$ cat config.mk
export PLATFORM = sky130hd
export DESIGN_NAME = mio_bus_ctrl
export DESIGN_NICKNAME = d
export VERILOG_FILES = /design/src/rtl/mio_bus_ctrl.sv
export SDC_FILE = /design/constraint.sdc
export NUM_CORES = 1
export LEC_CHECK = 0
export CORE_UTILIZATION = 40
export DETAILED_ROUTE_END_ITERATION = 10
export PLACE_DENSITY = 0.82
export SLEW_MARGIN = 20
export SYNTH_ARGS = -nofsm -noshare
export SYNTH_HDL_FRONTEND = slang
export SYNTH_SLANG_ARGS = --single-unit
$ cat constraint.sdc
create_clock -name clk -period 4.3 [get_ports clk]
set_input_delay 0.86 -clock clk [delete_from_list [all_inputs] [get_ports clk]]
set_output_delay 0.86 -clock clk [all_outputs]
set_load 0.1 [all_outputs]
$ cat src/rtl/mio_bus_ctrl.sv
// mio_bus_ctrl: sequences one CPU memory access at a time onto either a
// synchronous RAM port or a handshaked IO port, with alignment/size checks,
// an IO timeout and a one-cycle completion pulse back to the CPU.
//
// Ports:
//   clk, rst                   clock, asynchronous active-high reset
//   cpu_req_i/we_i/size_i      CPU request, held stable until mio_ready_o
//   cpu_addr_i/cpu_wdata_i     byte address, right-aligned write data
//   cpu_rdata_o                read data, extended per access size
//   mio_ready_o, bus_err_o     completion pulse, error flag on that pulse
//   ram_en_o/we_o/addr_o/din_o synchronous RAM command port
//   ram_dout_i                 RAM read data, one cycle after ram_en_o
//   io_req_o/we_o/addr_o/wdata_o  IO request, held until io_ack_i
//   io_rdata_i, io_ack_i       IO read data and acknowledge
//   state_out_o                current state code, for test
module mio_bus_ctrl #(
  parameter logic [31:0] IO_BASE = 32'hF000_0000,
  parameter int unsigned TIMEOUT = 16
) (
  input  logic        clk,
  input  logic        rst,
  input  logic        cpu_req_i,
  input  logic        cpu_we_i,
  input  logic [1:0]  cpu_size_i,
  input  logic [31:0] cpu_addr_i,
  input  logic [31:0] cpu_wdata_i,
  output logic [31:0] cpu_rdata_o,
  output logic        mio_ready_o,
  output logic        bus_err_o,
  output logic        ram_en_o,
  output logic [3:0]  ram_we_o,
  output logic [29:0] ram_addr_o,
  output logic [31:0] ram_din_o,
  input  logic [31:0] ram_dout_i,
  output logic        io_req_o,
  output logic        io_we_o,
  output logic [31:0] io_addr_o,
  output logic [31:0] io_wdata_o,
  input  logic [31:0] io_rdata_i,
  input  logic        io_ack_i,
  output logic [2:0]  state_out_o
);

  localparam int unsigned CNT_W = 8;
  localparam logic [CNT_W-1:0] CNT_LAST = CNT_W'(TIMEOUT - 32'd1);

  localparam logic [2:0] S_IDLE    = 3'd0;
  localparam logic [2:0] S_RAM_ACC = 3'd1;
  localparam logic [2:0] S_RAM_RD  = 3'd2;
  localparam logic [2:0] S_IO_REQ  = 3'd3;
  localparam logic [2:0] S_DONE    = 3'd4;
  localparam logic [2:0] S_ERR     = 3'd5;

  localparam logic [1:0] SZ_WORD   = 2'b00;
  localparam logic [1:0] SZ_HALF_S = 2'b01;
  localparam logic [1:0] SZ_RSVD   = 2'b11;

  logic [2:0]       state_q, state_d;
  logic [31:0]      addr_q, addr_d;
  logic [31:0]      wdata_q, wdata_d;
  logic [1:0]       size_q, size_d;
  logic             we_q, we_d;
  logic [CNT_W-1:0] cnt_q, cnt_d;
  logic [31:0]      rdata_q, rdata_d;
  logic             ram_en_q, ram_en_d;
  logic [3:0]       ram_we_q, ram_we_d;
  logic             io_req_q, io_req_d;
  logic             ready_q, ready_d;
  logic             berr_q, berr_d;
  logic             bad_req_c;

  // Pick the addressed half (or whole word) and extend to 32 bits.
  function automatic logic [31:0] extract(input logic [31:0] v,
                                          input logic [1:0]  sz,
                                          input logic        hi);
    logic [15:0] h;
    h = hi ? v[31:16] : v[15:0];
    case (sz)
      SZ_WORD:   extract = v;
      SZ_HALF_S: extract = {{16{h[15]}}, h};
      default:   extract = {16'h0000, h};
    endcase
  endfunction

  // Reserved size or an address not aligned to the access size.
  assign bad_req_c = (cpu_size_i == SZ_RSVD) ||
                     ((cpu_size_i == SZ_WORD) && (cpu_addr_i[1:0] != 2'b00)) ||
                     ((cpu_size_i != SZ_WORD) && cpu_addr_i[0]);

  // State, request latches and registered outputs.
  always_ff @(posedge clk or posedge rst) begin
    if (rst) begin
      state_q  <= S_IDLE;
      addr_q   <= '0;
      wdata_q  <= '0;
      size_q   <= '0;
      we_q     <= 1'b0;
      cnt_q    <= '0;
      rdata_q  <= '0;
      ram_en_q <= 1'b0;
      ram_we_q <= '0;
      io_req_q <= 1'b0;
      ready_q  <= 1'b0;
      berr_q   <= 1'b0;
    end else begin
      state_q  <= state_d;
      addr_q   <= addr_d;
      wdata_q  <= wdata_d;
      size_q   <= size_d;
      we_q     <= we_d;
      cnt_q    <= cnt_d;
      rdata_q  <= rdata_d;
      ram_en_q <= ram_en_d;
      ram_we_q <= ram_we_d;
      io_req_q <= io_req_d;
      ready_q  <= ready_d;
      berr_q   <= berr_d;
    end
  end

  // Next state, latches, timeout counter and read-data capture.
  always_comb begin
    state_d = state_q;
    addr_d  = addr_q;
    wdata_d = wdata_q;
    size_d  = size_q;
    we_d    = we_q;
    cnt_d   = cnt_q;
    rdata_d = rdata_q;
    case (state_q)
      S_IDLE: begin
        if (cpu_req_i) begin
          addr_d  = cpu_addr_i;
          wdata_d = cpu_wdata_i;
          size_d  = cpu_size_i;
          we_d    = cpu_we_i;
          if (bad_req_c) begin
            state_d = S_ERR;
          end else if (cpu_addr_i >= IO_BASE) begin
            state_d = S_IO_REQ;
            cnt_d   = '0;
          end else begin
            state_d = S_RAM_ACC;
          end
        end
      end
      S_RAM_ACC: state_d = we_q ? S_DONE : S_RAM_RD;
      S_RAM_RD: begin
        rdata_d = extract(ram_dout_i, size_q, addr_q[1]);
        state_d = S_DONE;
      end
      S_IO_REQ: begin
        // An ack in the final allowed cycle still completes normally.
        if (io_ack_i) begin
          if (!we_q) rdata_d = extract(io_rdata_i, size_q, addr_q[1]);
          state_d = S_DONE;
        end else if (cnt_q == CNT_LAST) begin
          state_d = S_ERR;
        end else begin
          cnt_d = cnt_q + CNT_W'(1);
        end
      end
      default: state_d = S_IDLE;
    endcase
    if (state_d == S_ERR) rdata_d = '0;
  end

  // Strobes for the coming cycle, decoded from the next state so they register
  // alongside it.
  always_comb begin
    ram_en_d = (state_d == S_RAM_ACC);
    ram_we_d = 4'b0000;
    io_req_d = (state_d == S_IO_REQ);
    ready_d  = (state_d == S_DONE) || (state_d == S_ERR);
    berr_d   = (state_d == S_ERR);
    if (ram_en_d && we_d) begin
      if (size_d == SZ_WORD)  ram_we_d = 4'b1111;
      else if (addr_d[1])     ram_we_d = 4'b1100;
      else                    ram_we_d = 4'b0011;
    end
  end

  assign cpu_rdata_o = rdata_q;
  assign mio_ready_o = ready_q;
  assign bus_err_o   = berr_q;
  assign ram_en_o    = ram_en_q;
  assign ram_we_o    = ram_we_q;
  assign ram_addr_o  = addr_q[31:2];
  assign ram_din_o   = (size_q == SZ_WORD) ? wdata_q : {wdata_q[15:0], wdata_q[15:0]};
  assign io_req_o    = io_req_q;
  assign io_we_o     = we_q;
  assign io_addr_o   = addr_q;
  assign io_wdata_o  = wdata_q;
  assign state_out_o = state_q;

endmodule

==> flow_summary.yaml <==
timing:
  slew_headroom_pct: 29.5
  finalCritPeriodShare_pct: 84.1
  finClkSkew_ns: 0.00824
  slew_violations: 0
  setup_violations: 0
  finalCriticalPeriod_ns: 3.62
  max_freq_mhz: 276
  fin_tns_setup_ns: 0
  tightest_slew_ns: 1.06
  finalHoldViolCount: 0
  setup_ws_ns: 0.683
  rsz0062_at_grt: "false"
grt:
  grt_pass1_wl_mm: 27.2
  grt_pass1_vias: 5246
  grt_start_max_net_pins: 70
  antenna_found_initial: 0
  track_usage_pct: 24.4
  grt_overflow_total: 0
yosys:
  postSynthAreaPerCell_um2: 10.2
  yosys.area_share.simple_pct: 18.3
  async_flop_share_pct: 100
  synth-edff-count: 0
  synthFlopType: "dfrtp_1"
  ys_ff_latch: 116
  syn_inst: 561
  synth-xor-area-share_pct: 0.460
  synthAdderAreaFrac_pct: 0.219
  synth_area_mm2: 0.00571
  synth_cell_types: 46
  ys.warnings.count: 0
  ys_seq_area_share_pct: 50.8
  synth-compound-area-share_pct: 10.5
  synth_nets: 697
  synth_top_family_by_area: "simple AND/OR/NAND/NOR gates"
  yosys-mux-area-fraction_pct: 10.4
placed_design:
  post_dp_cell_area_mm2: 0.00858
  dp_hpwl_mm: 13.0
  port_buffers: 304
  post-place-ws_ns: 1.11
  gp_congestion: 0.827
die:
  design.core.area_mm2: 0.0139
  io_pins: 305
  die_area_mm2: 0.0148
  rows: 43
  fp.dieW_um: 121
  die_h_um: 121
  initial_core_util_pct: 41.1
job:
  drv_cap: 0
clocking:
  cts.sinks: 116
  insertion_delay_ns: 0.41
  clk_path_buf_depth: 2
  clkTransAtPathRegs_ns: 0.05
  cts_resized: 0
  hold_buffers: 0
  cts_buffers: 17
  cts_htree_levels: 4
  cts_setup_buffers: 0
  ctsRootBufferMaster: "clkbuf_16"
  cts_tree: "built"
route:
  postRouteAntennaNets: 0
  drtPass1Iterations: 5
  drc: 0
  wl_mm: 18.0
  via_per_inst: 5.15
  vias: 5174
  wl_per_cell_um: 17.9
  drt-initial-drc-count: 236
finish:
  layout_common_cells: "clkdlybuf4s50_1, nand2_1, dfrtp_1"
  insertedDiodeCount: 0
  layout_commonest_cell: "clkdlybuf4s50_1"
  nNetsFinal: 948
  areaGrowthSynthToFinish_pct: 61.3
  fin_area_mm2: 0.00921
  drive_gt1_share_pct: 10.2
critical_path:
  reg2reg_depth: 5
  required_ns: 3.44
  worstPathArrival_ns: 2.76
  crit_fanout: 13
  crit_type: "flip-flop to primary output"
  timing.rr.end: "ram_we_o[2]$_DFF_PP0_"
  crit_path_start_kind: "flip-flop"
  r2r_slack_ns: 2.07
  reg2reg_from: "state_out_o[0]$_DFF_PP0_"
  cp-end-kind: "primary output"
min_path:
  holdCritStartpoint: "cpu_rdata_o[30]$_DFFE_PP0P_"
  hold_depth: 1
  hold_class: "flip-flop to flip-flop"
  hold_end: "cpu_rdata_o[30]$_DFFE_PP0P_"
outcome:
  outcome: "complete, no violations"
-- worst max path at each step --
| stage | slack [ns] | from | depth (start not counted) | to |
|---|---|---|---|---|
| after global placement | 1.19 | size_q[0]$_DFF_PP0_ | 4 | ram_din_o[21] |
| after global routing | 0.58 | size_q[0]$_DFF_PP0_ | 4 | ram_din_o[22] |
| after floorplan | 0.37 | rst | 1 | bus_err_o$_DFF_PP0_ |
| after CTS | 0.66 | size_q[0]$_DFF_PP0_ | 4 | ram_din_o[22] |
| final | 0.68 | size_q[0]$_DFF_PP0_ | 4 | ram_din_o[22] |
| after detailed placement | 1.11 | size_q[0]$_DFF_PP0_ | 4 | ram_din_o[22] |
-- per-stage QoR --
| step | std cells | hold WS (ns) | util [%] |
|---|---|---|---|
| detailed placement | 973 | 0.477 | 61.8 |
| floorplan | 561 | 0.473 | - |
| CTS | 1004 | 0.488 | 66.4 |
| global route | 1004 | 0.506 | 66.4 |
| finish | 1004 | 0.490 | 66.4 |
| global placement | 973 | 0.462 | 61.8 |
-- critical path, cell delays in order (launching register included) --
cell and delay [ns]:
dfrtp_1 0.42, nor2_2 0.29, buf_4 0.30, mux2_2 0.37, clkdlybuf4s50_1 0.98
-- layer usage --
| metal | wire length (um) | track usage [%] | vias to the layer above |
|---|---|---|---|
| li1 | - | - | 2383 |
| met1 | 6690 | 26.5 | 2502 |
| met2 | 9260 | 43.6 | 262 |
| met3 | 1700 | 8.27 | 27 |
| met4 | 316 | 9.18 | 0 |
| met5 | 0 | 0 | - |
-- cell usage after synthesis, drive strengths merged, types with 2 or more instances --
| cell type | count | area (um2) |
|---|---|---|
| inv | 4 | 15.0 |
| a21o | 3 | 22.5 |
| nor3b | 3 | 22.5 |
| a32o | 15 | 150 |
| xnor2 | 3 | 26.3 |
| nand3 | 4 | 20.0 |
| and3b | 2 | 17.5 |
| mux2 | 17 | 191 |
| nor2 | 8 | 30.0 |
| buf | 57 | 422 |
| nand4 | 2 | 12.5 |
| dfrtp | 116 | 2900 |
| nand2b | 4 | 25.0 |
| mux4 | 16 | 360 |
| a21oi | 7 | 35.0 |
| o21ai | 6 | 30.0 |
| mux2i | 4 | 40.0 |
| a22o | 17 | 149 |
| nor4 | 2 | 12.5 |
| o31ai | 2 | 15.0 |
| o22a | 15 | 131 |
| nand3b | 3 | 22.5 |
| o311ai | 3 | 26.3 |
| or4b | 2 | 23.8 |
| nand2 | 204 | 768 |
| nor3 | 4 | 20.0 |
| and3 | 2 | 17.5 |
| clkbuf | 25 | 93.8 |
-- sequential cells by signal, summed over array words and instances, names as in the netlist --
register     flops
bus_err_o        1
cnt_q            8
cpu_rdata_o     32
io_addr_o       32
io_req_o         1
io_wdata_o      32
io_we_o          1
mio_ready_o      1
ram_en_o         1
ram_we_o         2
size_q           2
state_out_o      3
-- area by class of cell --
type / instances / area (um2)
Multi-Input combinational cell: 359 / 2300
Timing Repair Buffer: 314 / 3130
Tap cell: 180 / 225
Sequential cell: 116 / 2900
Fill cell: 1029 / 4670
Clock inverter: 9 / 150
Clock buffer: 22 / 484
Inverter: 4 / 17.5
-- cell families (layout without fill, tap and decap cells) --
group	count (synthesis)	after routing
XOR/XNOR	3	3
multiplexers	37	37
flip-flops	116	116
AO/OA/AOI/OAI	73	73
AND/OR/NAND/NOR	245	245
adder cells (fa/ha/maj)	1	1
buffers and inverters	86	349
Power is not shown: default switching activity piles up to over one toggle a cycle in this logic, so the estimate is an artifact.
